## src/rtl/pipe_ctrl_pkg.sv

```systemverilog
// Shared types and encodings for the pipeline hazard/sequencing controller.
package pipe_ctrl_pkg;

  localparam logic [1:0] FWD_SEL_REG   = 2'b00;
  localparam logic [1:0] FWD_SEL_EXMEM = 2'b01;
  localparam logic [1:0] FWD_SEL_MEMWB = 2'b10;

  // One comparator per source operand (rs1, rs2).
  localparam int NUM_OPS = 2;

  typedef enum logic {
    PIPE_ST_RUN      = 1'b0,
    PIPE_ST_MEM_WAIT = 1'b1
  } pipe_st_e;

endpackage

```

## src/rtl/pipe_fwd_unit.sv

```systemverilog
// Per-operand comparator: matches one ID source register against the EX/MEM/WB
// shadows and reports load-use, any-RAW and the forwarding source select.
module pipe_fwd_unit
  import pipe_ctrl_pkg::*;
#(
  parameter int REG_ADDR_WIDTH = 5
) (
  input  logic [REG_ADDR_WIDTH-1:0] raddr,
  input  logic                      ex_vld,
  input  logic                      ex_wen,
  input  logic                      ex_mem2reg,
  input  logic [REG_ADDR_WIDTH-1:0] ex_waddr,
  input  logic                      mem_vld,
  input  logic                      mem_wen,
  input  logic                      mem_mem2reg,
  input  logic [REG_ADDR_WIDTH-1:0] mem_waddr,
  input  logic                      wb_vld,
  input  logic                      wb_wen,
  input  logic [REG_ADDR_WIDTH-1:0] wb_waddr,
  output logic                      ld_hit,
  output logic                      raw_hit,
  output logic [1:0]                sel
);

  logic rd_nz, ex_eq, mem_eq, wb_eq;
  logic ex_raw, mem_raw, wb_raw;

  always_comb begin
    // A nonzero raddr that matches implies a nonzero waddr, so x0 never hits.
    rd_nz   = |raddr;
    ex_eq   = rd_nz && (ex_waddr  == raddr);
    mem_eq  = rd_nz && (mem_waddr == raddr);
    wb_eq   = rd_nz && (wb_waddr  == raddr);
    ex_raw  = ex_vld  && ex_wen  && ex_eq;
    mem_raw = mem_vld && mem_wen && mem_eq;
    wb_raw  = wb_vld  && wb_wen  && wb_eq;
    ld_hit  = ex_vld && ex_mem2reg && ex_eq;
    raw_hit = ex_raw || mem_raw || wb_raw;
    sel     = FWD_SEL_REG;
    if (mem_raw && !mem_mem2reg) sel = FWD_SEL_EXMEM;
    else if (wb_raw)             sel = FWD_SEL_MEMWB;
  end

endmodule

```

## src/rtl/pipe_ctrl.sv

```systemverilog
// Hazard and sequencing controller for the 5-stage pipeline.
// Build option: define PIPE_CTRL_FWD_EN to enable operand forwarding; without it
// every RAW hazard against EX/MEM/WB stalls the front end.
module pipe_ctrl
  import pipe_ctrl_pkg::*;
#(
  parameter int REG_ADDR_WIDTH = 5,
  parameter int MEM_WAIT_MAX   = 15,
  parameter int CNT_WIDTH      = 4
) (
  input  logic                      clk,
  input  logic                      rst_n,
  input  logic                      id_valid,
  input  logic [REG_ADDR_WIDTH-1:0] id_reg1_raddr,
  input  logic [REG_ADDR_WIDTH-1:0] id_reg2_raddr,
  input  logic                      id_reg_wen,
  input  logic [REG_ADDR_WIDTH-1:0] id_reg_waddr,
  input  logic                      id_mem2reg,
  input  logic                      id_mem_acc,
  input  logic                      ex_redirect,
  input  logic                      mem_ready,
  output logic                      pc_stall,
  output logic                      if_id_stall,
  output logic                      if_id_flush,
  output logic                      id_ex_bubble,
  output logic                      ex_mem_stall,
  output logic                      mem_wb_bubble,
  output logic [1:0]                fwd_a_sel,
  output logic [1:0]                fwd_b_sel,
  output logic                      mem_timeout
);

  typedef struct packed {
    logic                      vld;
    logic                      wen;
    logic [REG_ADDR_WIDTH-1:0] waddr;
    logic                      mem2reg;
    logic                      mem_acc;
  } xm_shd_t;

  typedef struct packed {
    logic                      vld;
    logic                      wen;
    logic [REG_ADDR_WIDTH-1:0] waddr;
  } wb_shd_t;

  localparam logic [CNT_WIDTH-1:0] WAIT_MAX = CNT_WIDTH'(MEM_WAIT_MAX);

  pipe_st_e             st_q, st_d;
  logic [CNT_WIDTH-1:0] cnt_q, cnt_d;
  xm_shd_t              ex_q, ex_d, mem_q, mem_d;
  wb_shd_t              wb_q, wb_d;

  logic [NUM_OPS-1:0][REG_ADDR_WIDTH-1:0] raddr;
  logic [NUM_OPS-1:0]                     ld_hit, raw_hit;
  logic [NUM_OPS-1:0][1:0]                sel, fwd_sel;

  logic mem_busy, mem_hold, mem_to, redir, haz, front_stall, bubble;

  assign raddr = {id_reg2_raddr, id_reg1_raddr};

  for (genvar i = 0; i < NUM_OPS; i++) begin : g_op
    pipe_fwd_unit #(.REG_ADDR_WIDTH(REG_ADDR_WIDTH)) u_fwd (
      .raddr      (raddr[i]),
      .ex_vld     (ex_q.vld),
      .ex_wen     (ex_q.wen),
      .ex_mem2reg (ex_q.mem2reg),
      .ex_waddr   (ex_q.waddr),
      .mem_vld    (mem_q.vld),
      .mem_wen    (mem_q.wen),
      .mem_mem2reg(mem_q.mem2reg),
      .mem_waddr  (mem_q.waddr),
      .wb_vld     (wb_q.vld),
      .wb_wen     (wb_q.wen),
      .wb_waddr   (wb_q.waddr),
      .ld_hit     (ld_hit[i]),
      .raw_hit    (raw_hit[i]),
      .sel        (sel[i])
    );
  end

`ifdef PIPE_CTRL_FWD_EN
  logic [NUM_OPS-1:0] unused_raw_hit;
  assign unused_raw_hit = raw_hit;
  assign haz            = id_valid && (|ld_hit);
  assign fwd_sel        = sel;
`else
  logic [NUM_OPS-1:0][1:0] unused_fwd_sel;
  assign unused_fwd_sel = sel;
  assign haz            = id_valid && (|(raw_hit | ld_hit));
  assign fwd_sel        = '0;
`endif

  // MEM holds an access the memory has not acknowledged yet.
  assign mem_busy = mem_q.vld && mem_q.mem_acc && !mem_ready;

  always_ff @(posedge clk or negedge rst_n) begin
    if (!rst_n) begin
      st_q  <= PIPE_ST_RUN;
      cnt_q <= '0;
      ex_q  <= '0;
      mem_q <= '0;
      wb_q  <= '0;
    end else begin
      st_q  <= st_d;
      cnt_q <= cnt_d;
      ex_q  <= ex_d;
      mem_q <= mem_d;
      wb_q  <= wb_d;
    end
  end

  // Counter holds the number of wait cycles already spent, including the
  // detection cycle in RUN, so the timeout lands on wait cycle MEM_WAIT_MAX+1.
  always_comb begin
    st_d  = st_q;
    cnt_d = cnt_q;
    case (st_q)
      PIPE_ST_RUN: begin
        if (mem_busy) begin
          st_d  = PIPE_ST_MEM_WAIT;
          cnt_d = CNT_WIDTH'(1);
        end
      end
      PIPE_ST_MEM_WAIT: begin
        if (!mem_ready && (cnt_q != WAIT_MAX)) begin
          cnt_d = cnt_q + CNT_WIDTH'(1);
        end else begin
          st_d  = PIPE_ST_RUN;
          cnt_d = '0;
        end
      end
      default: begin
        st_d  = PIPE_ST_RUN;
        cnt_d = '0;
      end
    endcase
  end

  always_comb begin
    mem_hold = 1'b0;
    mem_to   = 1'b0;
    case (st_q)
      PIPE_ST_RUN:      mem_hold = mem_busy;
      PIPE_ST_MEM_WAIT: begin
        mem_hold = !mem_ready;
        mem_to   = !mem_ready && (cnt_q == WAIT_MAX);
      end
      default: ;
    endcase
  end

  // Redirect waits while EX is frozen and wins over any front-end stall.
  assign redir       = ex_redirect && !mem_hold;
  assign front_stall = haz && !redir && !mem_hold;
  assign bubble      = redir || front_stall;

  always_comb begin
    ex_d  = ex_q;
    mem_d = mem_q;
    wb_d  = wb_q;
    if (!mem_hold) begin
      ex_d.vld     = id_valid && !bubble;
      ex_d.wen     = id_reg_wen;
      ex_d.waddr   = id_reg_waddr;
      ex_d.mem2reg = id_mem2reg;
      ex_d.mem_acc = id_mem_acc;
      mem_d        = ex_q;
      wb_d.vld     = mem_q.vld;
      wb_d.wen     = mem_q.wen;
      wb_d.waddr   = mem_q.waddr;
    end else begin
      // MEM/WB takes a NOP while MEM is held; a timeout also drops MEM.
      wb_d.vld = 1'b0;
      if (mem_to) mem_d.vld = 1'b0;
    end
  end

  always_comb begin
    pc_stall      = rst_n && (mem_hold || front_stall);
    if_id_stall   = rst_n && (mem_hold || front_stall);
    if_id_flush   = rst_n && redir;
    id_ex_bubble  = rst_n && bubble;
    ex_mem_stall  = rst_n && mem_hold;
    mem_wb_bubble = rst_n && mem_hold;
    mem_timeout   = rst_n && mem_to;
    fwd_a_sel     = rst_n ? fwd_sel[0] : FWD_SEL_REG;
    fwd_b_sel     = rst_n ? fwd_sel[1] : FWD_SEL_REG;
  end

endmodule

```

## config.mk

```make
export PLATFORM = sky130hd
export DESIGN_NAME = pipe_ctrl
export DESIGN_NICKNAME = d
export VERILOG_FILES = /design/src/rtl/pipe_ctrl_pkg.sv /design/src/rtl/pipe_fwd_unit.sv /design/src/rtl/pipe_ctrl.sv
export SDC_FILE = /design/constraint.sdc
export NUM_CORES = 1
export LEC_CHECK = 0
export ABC_AREA = 1
export CORE_MARGIN = 4
export CORE_UTILIZATION = 30
export CTS_BUF_LIST = sky130_fd_sc_hd__clkbuf_2 sky130_fd_sc_hd__clkbuf_4 sky130_fd_sc_hd__clkbuf_8
export CTS_CLUSTER_DIAMETER = 200
export DETAILED_ROUTE_END_ITERATION = 16
export GPL_TIMING_DRIVEN = 0
export HOLD_SLACK_MARGIN = 0.08
export SLEW_MARGIN = 15
export SYNTH_ARGS = -nofsm -noshare
export SYNTH_HDL_FRONTEND = slang
export SYNTH_HIERARCHICAL = 1
export SYNTH_SLANG_ARGS = --single-unit
```

## constraint.sdc

```tcl
create_clock -name clk -period 3.6 [get_ports clk]
set_input_delay 0.72 -clock clk [delete_from_list [all_inputs] [get_ports clk]]
set_output_delay 0.72 -clock clk [all_outputs]
set_load 0.02 [all_outputs]
```

* Yosys cells after proc, flatten, opt, wreduce, memory -nomap -nowiden *
Index checks and enable logic that the tools add are counted.

cells by class
  $add $sub $neg = 1
  muxes and demuxes = 11
  equality and inequality tests = 10
  reductions and logical operators = 45
  bitwise operators = 2

operators with widths
  kind                                           number
  logical AND 1 bit                              32
  == test 5 bit                                  6
  OR reduction 5 bit                             2
  two-way mux 4 bit                              2
  one-hot mux 4 bit (2 select lines)             1
  logical OR 1 bit                               6
  two-way mux 1 bit                              6
  adder 4 x 1 -> 4 bit, second input constant    1
  == test 4 bit, second input constant           1
  logical NOT 1 bit                              4
  != test 4 bit, second input constant           1
  one-hot mux 1 bit (2 select lines)             2
  != test 2 x 1 -> 1 bit, second input constant  1
  != test 2 bit, second input constant           1
  OR 2 bit                                       1
  OR reduction 2 bit                             1
  inverter 1 bit                                 1

storage, ports and cells
  logic and storage cells = 83
  output and inout port bits = 11
  register bits = 29
  input bits = 23

* Depth between registers and ports, before layout *
  depth after elaboration = 13
  mapped depth = 14
  mapped depth without buffers = 14

* Cells and area by module *
The synthesis kept the hierarchy.

by module, submodules not included
  module         instances  cells an instance  sequential area each (sq um)  area an instance (sq um)
  pipe_ctrl      1          148                750.7                         1357.6
  pipe_fwd_unit  2          82                 0.0                           399.1

* Least setup slack after synthesis *
OpenSTA, ideal clock, no wires.

  path type = input -> output
  start point = input port id_reg2_raddr[3]
  end point = output port pc_stall
  required time = 2880 ps
  slack = 1088 ps
  buffers on the path = 1
  stages on the path = 11
  arrival time = 1792 ps
  cells stage by stage = inv_2 nand2_2 nor2_4 nor2_1 nand3_1 nand3_1 nor2_1 nand2_1 nand4_1 nand2_1 buf_4

between the ends
  longest elaborated chain between the ends = 12
  elaborated cells between the ends (all ways) = 20
  classes of those cells = 3 x eq/ne; 1 x bitwise; 16 x reduce/logical

ends and longest elaborated chain
  item                                   RTL line                                  RTL
  start: declaration                     pipe_ctrl.sv:15                           input logic [REG_ADDR_WIDTH-1:0] id_reg2_raddr,
  == test 5 bit (tied with other cells)  pipe_fwd_unit.sv:31                       ex_eq = rd_nz && (ex_waddr == raddr);
  logical AND 1 bit (on tied branches)   pipe_fwd_unit.sv:31, pipe_fwd_unit.sv:32
  logical AND 1 bit (on tied branches)   pipe_fwd_unit.sv:34, pipe_fwd_unit.sv:35
  logical OR 1 bit                       pipe_fwd_unit.sv:38                       raw_hit = ex_raw || mem_raw || wb_raw;
  logical OR 1 bit (*)                   pipe_fwd_unit.sv:38
  net raw_hit[1]                         pipe_ctrl.sv:55                           logic [NUM_OPS-1:0] ld_hit, raw_hit;
  OR 2 bit (*)                           pipe_ctrl.sv:90                           assign haz = id_valid && (|(raw_hit | ld_hit));
  OR reduction 2 bit (*)                 pipe_ctrl.sv:90
  logical AND 1 bit (*)                  pipe_ctrl.sv:90
  logical AND 1 bit (*) (2 in a row)     pipe_ctrl.sv:155                          assign front_stall = haz && !redir && !mem_hold;
  logical OR 1 bit (*)                   --
  logical AND 1 bit (*)                  --
  end: declaration                       pipe_ctrl.sv:22                           output logic pc_stall,

Mark *: on every way through the listed nets, which the timed path passes. The rest lies on a longest branch.

* Worst setup path after layout *
  start point = input port mem_ready
  end point = output port mem_wb_bubble

between the ends
  longest elaborated chain between the ends = 4

ends and longest elaborated chain
  item                                    RTL line                           RTL
  start: declaration                      pipe_ctrl.sv:21                    input logic mem_ready,
  logical NOT 1 bit (*)                   pipe_ctrl.sv:95, pipe_ctrl.sv:146
  logical AND 1 bit                       pipe_ctrl.sv:95                    assign mem_busy = mem_q.vld && mem_q.mem_acc && !mem_ready;
  one-hot mux 1 bit (2 select lines) (*)  pipe_ctrl.sv:143                   case (st_q)
  logical AND 1 bit (*)                   pipe_ctrl.sv:185                   mem_wb_bubble = rst_n && mem_hold;
  end: declaration                        pipe_ctrl.sv:27                    output logic mem_wb_bubble,

Every way passes the cells marked *; elsewhere a longest branch is shown, timed or not.

==> key figures <==
Outcome
  – Outcome: complete, no violations

Worst setup path
  – R2R cell count: 13
  – CP startpoint kind: input port
  – Crit end category: primary output
  – Critical path class: input port to primary output
  – R2r setup slk: 2.10 ns
  – WP data required: 2.88 ns
  – Worst Path Arrival: 2.57 ns
  – Peak fanout along the critical path: 10

Synth
  – Syn Inst Count: 289
  – Cell Area, Synth: 2034 um2
  – Warnings from Yosys: 6
  – Avg Inst Size Synth: 7.040 um2

CTS
  – Hold Buf Count CTS: 0
  – Clock buffer count from CTS: 5
  – Clock root buffer master: clkbuf_8
  – Worst-case clock buffer depth: 2
  – CTS tree: done
  – Clock Latency Late Sink: 0.27 ns
  – Clock transition at path regs: 0.06 ns
  – # H-tree levels: 2
  – Clock sink count: 29
  – Post-CTS setup buffer count: 0

Layout
  – Synth-to-Final Area Change: 23.55%
  – Diodes inserted: 0
  – Layout cells sized above 1: 0.1915
  – Fin area: 2514 um2
  – NumNets Final: 352

Drt
  – DRC errors left: 0
  – Routed Antenna Nets: 0
  – Vias per inst: 4.286
  – DR iter-0 viols: 98
  – Vias: 1740
  – Pre-antenna DRT Iters: 4
  – WL per Instance: 10.79 um
  – Routed wire length: 4381 um

STA
  – Minimum clock period: 3.290 ns
  – RSZ-0062 raised after global routing: false
  – Tcrit/Tclk final: 0.9138
  – Max-slew violations: 0
  – Worst-margin pin slew: 0.7043 ns
  – Fmax: 304.0 MHz
  – Final Skew: 0.003664 ns
  – Slew headroom: 0.5305
  – Final hold slack: 0.4932 ns
  – Final Hold Viols: 0
  – Final setup fails: 0
  – Setup WS post-layout: 0.3104 ns

Place
  – Post-DP Area: 2427 um2
  – GPL Wtd Cong: 0.8716
  – Place WS: -0.02328 ns
  – Port buffer count: 29
  – Post-DP HPWL: 3529 um

Min path
  – Hold Path Class: input port to async pin

Floorplanning
  – Core region area: 6459 um2
  – Width of the die: 90.35 um
  – Std-Cell Rows: 29
  – # IOs: 34
  – Die height: 90.35 um
  – Die Area: 8163 um2
  – Initial Util: 0.3150

Pwr
  – Worst VDD drop: 0.1705 mV
  – Leakage power: 1.344 nW
  – Power density over the cells: 451.3 nW/um2

Global routing
  – GR Util All Layers: 0.1162
  – Largest net degree at the start of global routing: 34
  – Vias in the first global route: 1673
  – Global-route wire length before repair: 7741 um
  – Initial antenna violation count: 0
  – Global route total overflow: 0

Job
  – Max-cap check violation count: 0
[placed cells by master, fill, tap and decap left out, drive strengths merged, types with 7 or more instances in the layout]
master / count
clkbuf: 7
nand3: 22
inv: 47
nor2: 22
o21ai: 21
xor2: 8
dfrtp: 29
nand2: 115
buf: 11
clkdlybuf4s50: 25
[power by group]
part | leakage, nW | internal (mW) | switching, mW | total, mW
Clock | 0.0484 | 0.141 | 0.117 | 0.258
Combinational | 0.940 | 0.159 | 0.206 | 0.365
Sequential | 0.355 | 0.404 | 0.108 | 0.512
Total | 1.34 | 0.704 | 0.430 | 1.13
[registers in the layout (all words and copies together), names as in the netlist]
register  cells
cnt_q         4
ex_q          9
mem_q         8
st_q          1
wb_q          7
[layout make-up]
cell class | count | area [um2]
clock buffers | 6 | 76.32
flip-flops and latches | 29 | 725.7
clock inverters | 2 | 10.01
plain buffers | 10 | 82.58
fillers | 706 | 3945
repair buffers | 29 | 285.3
multi-input cells | 204 | 1051
well taps | 77 | 96.34
inverters | 49 | 186.4
[critical path, cell delays in order]
cell	delay, ns
clkdlybuf4s50_1	0.41
inv_2	0.10
nand3_4	0.12
nand2_4	0.15
buf_4	0.20
nand2_1	0.08
inv_1	0.10
buf_4	0.10
clkdlybuf4s50_1	0.59
[path summary, 6_finish.rpt]
kind | start | to
max | mem_ready | mem_wb_bubble
min | rst_n | ex_q[6]$_DFFE_PN0N_
max reg2reg | mem_q[5]$_DFFE_PN0N_ | ex_q[8]$_DFFE_PN0N_
min reg2reg | ex_q[0]$_DFFE_PN0N_ | ex_q[0]$_DFFE_PN0N_
max in group asynchronous | rst_n | cnt_q[1]$_DFFE_PN0P_
min in group clk | ex_q[0]$_DFFE_PN0N_ | ex_q[0]$_DFFE_PN0N_
[routing by layer]
metal	wire length, um	vias up	GRT usage
li1	-	940	-
met1	2035	763	0.1529
met2	2049	27	0.1854
met3	190	10	0.02167
met4	106	0	0.05102
met5	0	-	0
[repair_timing]
action	4_1_cts	5_1_grt
pin swaps	0	0
cloned	0	0
endpoints found under the setup margin	1	3
endpoints found under the hold margin	0	0
resized for setup	1	4
[per-stage QoR]
step / util / cells / TNS [ns] / total power, mW
finish: 0.3892 / 406 / 0 / 1.134
global route: 0.3892 / 406 / 0 / 1.235
CTS: 0.3890 / 406 / 0 / 1.150
detailed placement: 0.3758 / 398 / -0.02328 / 0.8893
global placement: 0.3766 / 398 / -2.274 / 0.8811
floorplan: - / 292 / 0 / 0.7634
Power figures use the tool's default switching activity.
